## config.mk

```make
export PLATFORM = sky130hd
export DESIGN_NAME = ifu_ctrl
export DESIGN_NICKNAME = d
export VERILOG_FILES = /design/src/rtl/ifu_ctrl_pkg.sv /design/src/rtl/ifu_ctrl.sv
export SDC_FILE = /design/constraint.sdc
export NUM_CORES = 1
export LEC_CHECK = 0
export BUFFER_PORTS_ARGS = -buffer_cell sky130_fd_sc_hd__buf_2
export CELL_PAD_IN_SITES_DETAIL_PLACEMENT = 1
export CELL_PAD_IN_SITES_GLOBAL_PLACEMENT = 1
export CORE_MARGIN = 2
export CORE_UTILIZATION = 40
export DETAILED_ROUTE_END_ITERATION = 8
export PLACE_DENSITY_LB_ADDON = 0.1
export SLEW_MARGIN = 20
export SYNTH_ARGS = -nofsm -noshare
export SYNTH_HDL_FRONTEND = slang
export SYNTH_SLANG_ARGS = --single-unit
```

## constraint.sdc

```tcl
create_clock -name clk -period 8.44 [get_ports clk]
set_clock_uncertainty 0.2 [all_clocks]
set_input_delay 0.844 -clock clk [delete_from_list [all_inputs] [get_ports clk]]
set_output_delay 0.844 -clock clk [all_outputs]
set_load 0.05 [all_outputs]
```

## src/rtl/ifu_ctrl_pkg.sv

```systemverilog
// ---------------------------------------------------------------------------
// Module : ifu_ctrl_pkg
// Brief  : Shared core widths, constants and fetch-controller state encoding.
// Rev    : 1.0  initial release
// ---------------------------------------------------------------------------
`default_nettype none

package ifu_ctrl_pkg;

    localparam int ADDR_LEN = 32;
    localparam int ISA_LEN  = 32;

    localparam logic [ADDR_LEN-1:0] PC_INC         = 32'd4;
    localparam logic [ISA_LEN-1:0]  RV32I_INST_NOP = 32'h0000_0013;
    localparam logic                ENABLE         = 1'b1;

    typedef enum logic [1:0] {
        IFC_IDLE = 2'd0,
        IFC_REQ  = 2'd1,
        IFC_WAIT = 2'd2,
        IFC_HOLD = 2'd3
    } ifc_state_e;

endpackage

`default_nettype wire

```

## src/rtl/ifu_ctrl.sv

```systemverilog
// ---------------------------------------------------------------------------
// Module : ifu_ctrl
// Brief  : Single-outstanding instruction fetch controller feeding IF/ID.
// Rev    : 1.0  initial release
// ---------------------------------------------------------------------------
`default_nettype none

module ifu_ctrl
    import ifu_ctrl_pkg::*;
#(
    parameter logic [ADDR_LEN-1:0] RESET_PC = 32'h0000_0000
) (
    input  logic                clk,
    input  logic                rst,
    input  logic                stall,
    input  logic                jmp_en,
    input  logic [ADDR_LEN-1:0] jmp_addr,
    output logic                ibus_req,
    output logic [ADDR_LEN-1:0] ibus_addr,
    input  logic                ibus_gnt,
    input  logic                ibus_rvalid,
    input  logic [ISA_LEN-1:0]  ibus_rdata,
    output logic [ISA_LEN-1:0]  inst_o,
    output logic [ADDR_LEN-1:0] pc_o,
    output logic                valid_o
);

    ifc_state_e          state_q, state_d;
    logic [ADDR_LEN-1:0] pc_q, pc_d;
    logic [ADDR_LEN-1:0] req_addr_q, req_addr_d;
    logic                discard_q, discard_d;
    logic [ISA_LEN-1:0]  inst_q, inst_d;
    logic [ADDR_LEN-1:0] pc_out_q, pc_out_d;
    logic                valid_q, valid_d;

    logic                req;
    logic                capture;
    logic                hold_out;

    always_ff @(posedge clk or posedge rst) begin
        if (rst) begin
            state_q    <= IFC_IDLE;
            pc_q       <= RESET_PC;
            req_addr_q <= RESET_PC;
            discard_q  <= 1'b0;
            inst_q     <= RV32I_INST_NOP;
            pc_out_q   <= RESET_PC;
            valid_q    <= 1'b0;
        end else begin
            state_q    <= state_d;
            pc_q       <= pc_d;
            req_addr_q <= req_addr_d;
            discard_q  <= discard_d;
            inst_q     <= inst_d;
            pc_out_q   <= pc_out_d;
            valid_q    <= valid_d;
        end
    end

    always_comb begin
        state_d    = state_q;
        pc_d       = pc_q;
        req_addr_d = req_addr_q;
        discard_d  = discard_q;
        req        = 1'b0;
        capture    = 1'b0;

        case (state_q)
            IFC_IDLE: begin
                state_d = IFC_REQ;
                if (jmp_en) begin
                    pc_d = jmp_addr;
                end
            end

            IFC_REQ: begin
                req = (stall != ENABLE);
                if (req && ibus_gnt) begin
                    req_addr_d = pc_q;
                    state_d    = IFC_WAIT;
                    // A redirect racing the grant leaves the issued fetch stale.
                    if (jmp_en) begin
                        pc_d      = jmp_addr;
                        discard_d = 1'b1;
                    end else begin
                        pc_d = pc_q + PC_INC;
                    end
                end else if (jmp_en) begin
                    pc_d = jmp_addr;
                end
            end

            IFC_WAIT: begin
                if (ibus_rvalid) begin
                    state_d   = IFC_REQ;
                    discard_d = 1'b0;
                    if (jmp_en) begin
                        pc_d = jmp_addr;
                    end else if (!discard_q) begin
                        capture = 1'b1;
                        if (stall == ENABLE) begin
                            state_d = IFC_HOLD;
                        end
                    end
                end else if (jmp_en) begin
                    pc_d      = jmp_addr;
                    discard_d = 1'b1;
                end
            end

            IFC_HOLD: begin
                if (jmp_en) begin
                    pc_d    = jmp_addr;
                    state_d = IFC_REQ;
                end else if (stall != ENABLE) begin
                    state_d = IFC_REQ;
                end
            end

            default: begin
                state_d = IFC_IDLE;
            end
        endcase
    end

    // Redirect always flushes the IF/ID payload, even while stalled.
    assign hold_out = (stall == ENABLE) && !jmp_en;

    always_comb begin
        inst_d   = inst_q;
        pc_out_d = pc_out_q;
        valid_d  = valid_q;
        if (capture) begin
            inst_d   = ibus_rdata;
            pc_out_d = req_addr_q;
            valid_d  = 1'b1;
        end else if (!hold_out) begin
            inst_d  = RV32I_INST_NOP;
            valid_d = 1'b0;
        end
    end

    assign ibus_req  = req;
    assign ibus_addr = pc_q;
    assign inst_o    = inst_q;
    assign pc_o      = pc_out_q;
    assign valid_o   = valid_q;

endmodule

`default_nettype wire

```

==> results of run 1 <==
==> stage by stage <==
| stage | setup slack [ns] | power [mW] | area (sq um) |
|---|---|---|---|
| 4_1_cts | 5.684 | 2.229 | 7218 |
| 6_report | 5.719 | 2.200 | 7221 |
| 3_5_place_dp | 5.540 | 1.517 | 6658 |
| 3_3_place_gp | 5.320 | 1.489 | 6653 |
| 5_1_grt | 5.600 | 2.312 | 7218 |
| 2_1_floorplan | 3.875 | 1.347 | 5655 |
==> kinds of logic (layout without fill, tap and decap cells) <==
group / after synthesis / after routing / synth area share [%]
compound gates: 67 / 67 / 6.328
buf+inv: 35 / 210 / 2.544
fa+ha+maj: 5 / 5 / 1.106
flops: 132 / 132 / 58.47
xor+xnor: 26 / 26 / 4.027
mux: 71 / 71 / 14.03
simple gates: 161 / 161 / 13.50
other cells: 0 / 1 / 0
==> power by group <==
part / total [mW] / internal [mW] / switching (mW)
clock: 0.700 / 0.453 / 0.247
sequential: 0.882 / 0.787 / 0.0946
combinational: 0.617 / 0.202 / 0.416
total: 2.20 / 1.44 / 0.757
==> state kept, by name, indices dropped and copies added (netlist names) <==
| register | cells |
|---|---|
| pc_o | 32 |
| discard_q | 1 |
| state_q | 2 |
| valid_o | 1 |
| req_addr_q | 32 |
| ibus_addr | 32 |
| inst_o | 32 |
==> cell usage after synthesis, drive strengths merged <==
cell    count  share of area [%]
a21o        1               0.13
a21oi       4               0.35
a221o       1               0.18
a31oi       1               0.11
a32oi       1               0.15
and2        1               0.11
and3        3               0.33
buf        12                1.0
clkbuf     14               0.93
dfrtp     129                 57
dfstp       3                1.4
ha          5                1.1
inv         9               0.60
mux2       66                 13
mux2i       5               0.88
nand2      98                6.5
nand2b      2               0.22
nand3      20                1.9
nand3b      2               0.27
nand4       8                1.0
nor2        5               0.33
nor2b       3               0.33
nor3        9               0.88
nor3b       1               0.13
nor4        9                1.5
o211ai      1               0.13
o21ai      58                5.3
xnor2       7                1.1
xor2       19                2.9
==> worst min path at each step <==
stage	from	endpoint	slack [ns]	cells after the start
detailed placement	valid_o$_DFFE_PP0P_	valid_o$_DFFE_PP0P_	0.26	1
global route	valid_o$_DFFE_PP0P_	valid_o$_DFFE_PP0P_	0.29	1
floorplan	req_addr_q[24]$_DFFE_PP0P_	req_addr_q[24]$_DFFE_PP0P_	0.24	2
CTS	valid_o$_DFFE_PP0P_	valid_o$_DFFE_PP0P_	0.27	1
finish	valid_o$_DFFE_PP0P_	valid_o$_DFFE_PP0P_	0.27	1
global placement	req_addr_q[24]$_DFFE_PP0P_	req_addr_q[24]$_DFFE_PP0P_	0.27	2
==> worst reg2reg max path, stage by stage, from the launching register on <==
cell and delay (ns):
dfrtp_1 0.41, inv_1 0.11, ha_1 0.21, nand3b_1 0.43, nor4_4 0.62, nand2_1 0.14
xor2_1 0.19, o21ai_1 0.10
==> layout make-up <==
type / instances / area, sq um
fill: 1555 / 6606
inverter: 9 / 38.79
sequential: 132 / 3307
multi-input combinational: 330 / 2221
antenna: 1 / 2.502
clock inverter: 5 / 75.07
timing repair buffer: 171 / 865.8
tap: 180 / 225.2
clock buffer: 25 / 485.5
==> routing by layer <==
metal | up-vias | routed length (um) | global-route usage, %
li1 | 2035 | - | -
met1 | 2101 | 6001 | 24.69
met2 | 120 | 6997 | 32.56
met3 | 12 | 963 | 6.504
met4 | 0 | 139 | 5.675
met5 | - | 0 | 0
==> cells in the final DEF (no fill, tap or decap), types with 2 or more instances in the layout <==
cell type / netlist / layout
dfstp_2: 3 / 3
inv_1: 9 / 8
o21ai_1: 12 / 12
and3_1: 3 / 3
dfrtp_1: 129 / 129
o21ai_2: 2 / 2
a21oi_1: 4 / 4
nor4_1: 7 / 7
nand3_1: 19 / 19
nand4_1: 7 / 7
nor4_4: 2 / 2
bufinv_16: 0 / 2
nand2_1: 98 / 97
xor2_1: 19 / 19
xnor2_1: 7 / 7
buf_2: 10 / 167
clkbuf_16: 0 / 17
mux2i_1: 5 / 5
nor3_1: 8 / 8
clkbuf_8: 0 / 3
ha_1: 5 / 5
mux2_2: 66 / 66
nand3b_1: 2 / 2
nor2b_1: 3 / 2
nand2b_1: 2 / 2
clkbuf_1: 14 / 5
clkinv_2: 0 / 3
o21ai_0: 44 / 44
buf_4: 0 / 4
nor2_1: 5 / 5
==> flow_summary.ini, run 1 <==
[outcome]
status = finished clean

[worst_setup_path]
crit_cells = 4
cp_cell_sequence = inv_1, ha_1, nor2b_1, buf_2
slowest_delay_ns = 0.41
worstSetupEndpoint = ibus_req
slowest_stage = dfrtp_1
worstPathMaxFanout = 4
critPathTopFamily = flip-flops
critPathBufInv = 2
r2r_end = ibus_addr[22]$_DFF_PP0_
critPathLaunch = state_q[1]$_DFFE_PP0P_
reg2regPathDepth = 7
critPathRequiredTime_ns = 7.40
rrSetupSlack_ns = 5.90
end_kind = primary output
start_kind = flop
cp.arrival_ns = 1.68
crit_type = flop to primary output
timing.rr.start = state_q[1]$_DFFE_PP0P_

[logic_synthesis]
synth.distinct_cells = 36
avgSynthCellArea_sq_um = 11.38
syn_nets = 572
synth_seq_area_share_pct = 58.47
synthCells = 497
synth_area_sq_um = 5655
yosys_warnings = 0
ys_ff_latch = 132

[drt]
wl_um = 14100
ant_nets = 0
drt-wirelength-per-cell_um = 16.53
dr.pass1.iters = 4
drc_errors = 0
via_count = 4268
vias_per_cell = 5.004
drt_iter0_drc = 165

[timing]
setup_viol_count_final = 0
maxSlewViolCount = 0
slew-limit-headroom_pct = 38.18
fin_crit_ns = 2.721
tns_ns = 0
fmax_mhz = 367.5
finalHoldViolations = 0
worstMarginPinSlew_ns = 0.9273
rsz0062_at_grt = no
whs_ns = 0.2722
finalCritPeriodShare_pct = 32.24

[die]
fp.dieH_um = 122.9
rows = 43
io_pins = 168
dieArea_sq_um = 15110
initial_core_util_pct = 40.90
fp.coreArea_sq_um = 13830
die_w_um = 122.9

[grt]
grt_start_max_net_pins = 75
antenna_found_initial = 1
first_global_vias = 4471
track_usage_pct = 19.70
grt_first_pass_wirelength_um = 22940
grt_overflow_total = 0

[layout]
final_nets = 736
post-route-util_pct = 52.22
area_growth_pct = 27.68
final_cells = 853
layout-drive-gt1-share_pct = 40.92

[place]
dp_cells = 822
place_congestion = 0.7551
hpwl_um = 9922
portBuffers = 167

[cts]
cts_setup_buffers = 0
root_buffer = clkbuf_16
clock-sinks = 132
post_cts_resized = 0
clkLatencyLatePin_ns = 0.41
ctsHoldBuffers = 0
cts_htree_levels = 4
path_clk_slew_ns = 0.05
clock_path_buffers = 2
cts_made_buffers = 17
cts_tree = built

[power_and_ir_drop]
cellLeakagePower_nw = 3.577
irDropWorstVdd_uv = 164.9
p_per_area_nw_per_um2 = 304.7

[job]
maxCapViolCount = 0

[min_path]
min_path_type = flop to flop
(Power assumes the default switching activity.)
==> run 2, diff against run 1 <==
CORE_UTILIZATION = 36   (was 40)
clock period = 2.3 ns   (was 8.44 ns; I/O delays follow)
==> flow_summary.ini, run 2 (synthesized netlist as in run 1, its figures left out) <==
[place]
place_congestion = 0.8122
hpwl_um = 10460
portBuffers = 167

[cts]
clock_path_buffers = 2
root_buffer = clkbuf_16
cts_tree = built
cts_htree_levels = 4
clock-sinks = 132
clkLatencyLatePin_ns = 0.42
path_clk_slew_ns = 0.05
cts_made_buffers = 17

[drt]
wl_um = 15530
vias_per_cell = 4.759
drc_errors = 0
ant_nets = 0
drt-wirelength-per-cell_um = 16.09
dr.pass1.iters = 6
drt_iter0_drc = 136
via_count = 4592

[layout]
layout-drive-gt1-share_pct = 38.86
fill_cells = 1662
multiInputGateArea_sq_um = 2223
final_common_cell = buf_2
regArea_sq_um = 3307
area_growth_pct = 43.23
num_antenna_cells = 0
final_nets = 820
final_cell_mix = buf_2 (167), dfrtp_1 (129), nand2_1 (97)

[die]
dieArea_sq_um = 16730
rows = 45
initial_core_util_pct = 37.06
io_pins = 168
fp.coreArea_sq_um = 15260
fp.dieH_um = 129.3
die_w_um = 129.3

[grt]
grt_overflow_total = 0
antenna_found_initial = 0
grt_first_pass_wirelength_um = 25480
track_usage_pct = 19.69
grt_start_max_net_pins = 71
first_global_vias = 4929

[timing]
fmax_mhz = 461.0
setup_viol_count_final = 0
tns_ns = 0
rsz0062_at_grt = no
worstMarginPinSlew_ns = 0.4306
finalCritPeriodShare_pct = 94.32
slew-limit-headroom_pct = 71.07
maxSlewViolCount = 0
fin_crit_ns = 2.169
finalHoldViolations = 0

[worst_setup_path]
cp_cell_sequence = inv_1, ha_1, nand2_1, nor3_4, buf_4, buf_12, mux2_2
critPathLaunch = state_q[0]$_DFFE_PP0P_
worstPathMaxFanout = 22
crit_type = flop to flop
slowest_stage = dfrtp_1
critPathRequiredTime_ns = 2.40
timing.rr.start = state_q[0]$_DFFE_PP0P_
start_kind = flop
cp.arrival_ns = 2.27
end_kind = flop
slowest_delay_ns = 0.42

[power_and_ir_drop]
total_power_mw = 8.146
p_per_area_nw_per_um2 = 1006
cellLeakagePower_nw = 3.939
irDropWorstVdd_uv = 621.9

[min_path]
min_path_type = input port to flop
hp-start = stall

[job]
maxCapViolCount = 0

[outcome]
status = finished clean
## run 2: changes by cell type in the layout (fill, tap and decap cells not counted), moves of 2 or more
| cell | previous run | this run |
|---|---|---|
| buf_12 | 0 | 3 |
| nor2b_2 | 0 | 2 |
| clkbuf_1 | 5 | 2 |
| dlygate4sd3_1 | 0 | 69 |
| clkinvlp_4 | 0 | 2 |
| buf_4 | 4 | 14 |
## run 2: final timing paths
kind,slack [ns],cells past startpoint,endpoint
min in group asynchronous,0.27,4,req_addr_q[0]$_DFFE_PP0P_
max in group asynchronous,1.27,4,inst_o[20]$_DFFE_PP0P_
min,0.11,4,inst_o[4]$_DFFE_PP1P_
min reg2reg,0.28,2,req_addr_q[24]$_DFFE_PP0P_
max,0.13,7,pc_o[15]$_DFFE_PP0P_
max reg2reg,0.13,7,pc_o[15]$_DFFE_PP0P_
## run 2: worst max-delay path: cells and delay by family, from the launching register on
family / cells / cell delay (ns)
flip-flops: 1 / 0.42
buffers and inverters: 3 / 0.41
AND/OR/NAND/NOR: 2 / 0.39
multiplexers: 1 / 0.35
adder cells (fa/ha/maj): 1 / 0.25
## run 2: area by class of cell
cell class	count	area share, %
flip-flops and latches	132	40.82
clock inverters	5	0.6487
inverters	9	0.4634
repair buffers	255	21.33
well taps	211	3.259
clock buffers	23	6.024
multi-input cells	330	27.45
## run 2: metal layers
layer	vias up	track usage [%]	wire, um
met5	-	0	0
met4	0	8.376	272
met3	23	4.253	880
met2	128	32.85	7542
met1	2234	24.85	6835
li1	2207	-	-
## run 2: power by group
group	internal (mW)	total, mW	switching (mW)
Clock	1.57	2.49	0.926
Combinational	0.858	2.42	1.56
Sequential	2.89	3.23	0.343
Total	5.32	8.15	2.83
## run 2: repair_timing
item | in CTS | in global routing
setup buffers | 0 | 2
hold buffers | 69 | 0
hold endpoints to repair | 197 | 0
gates resized for setup | 0 | 2
setup endpoints to repair | 0 | 18
## run 2: through the flow
stage / instances / hold slack, ns / setup WS, ns / utilization [%] / area, sq um
final: 965 / 0.1114 / 0.1306 / 53.09 / 8100
after global routing: 965 / 0.1472 / 0.01223 / 53.09 / 8100
after CTS: 962 / 0.08065 / 0.09499 / 52.85 / 8064
after detailed placement: 865 / 0.1663 / 0.1278 / 44.78 / 6833
after global placement: 865 / 0.1622 / 0.1886 / 44.78 / 6833
after floorplan: 497 / 0.1197 / 0.05904 / - / 5662
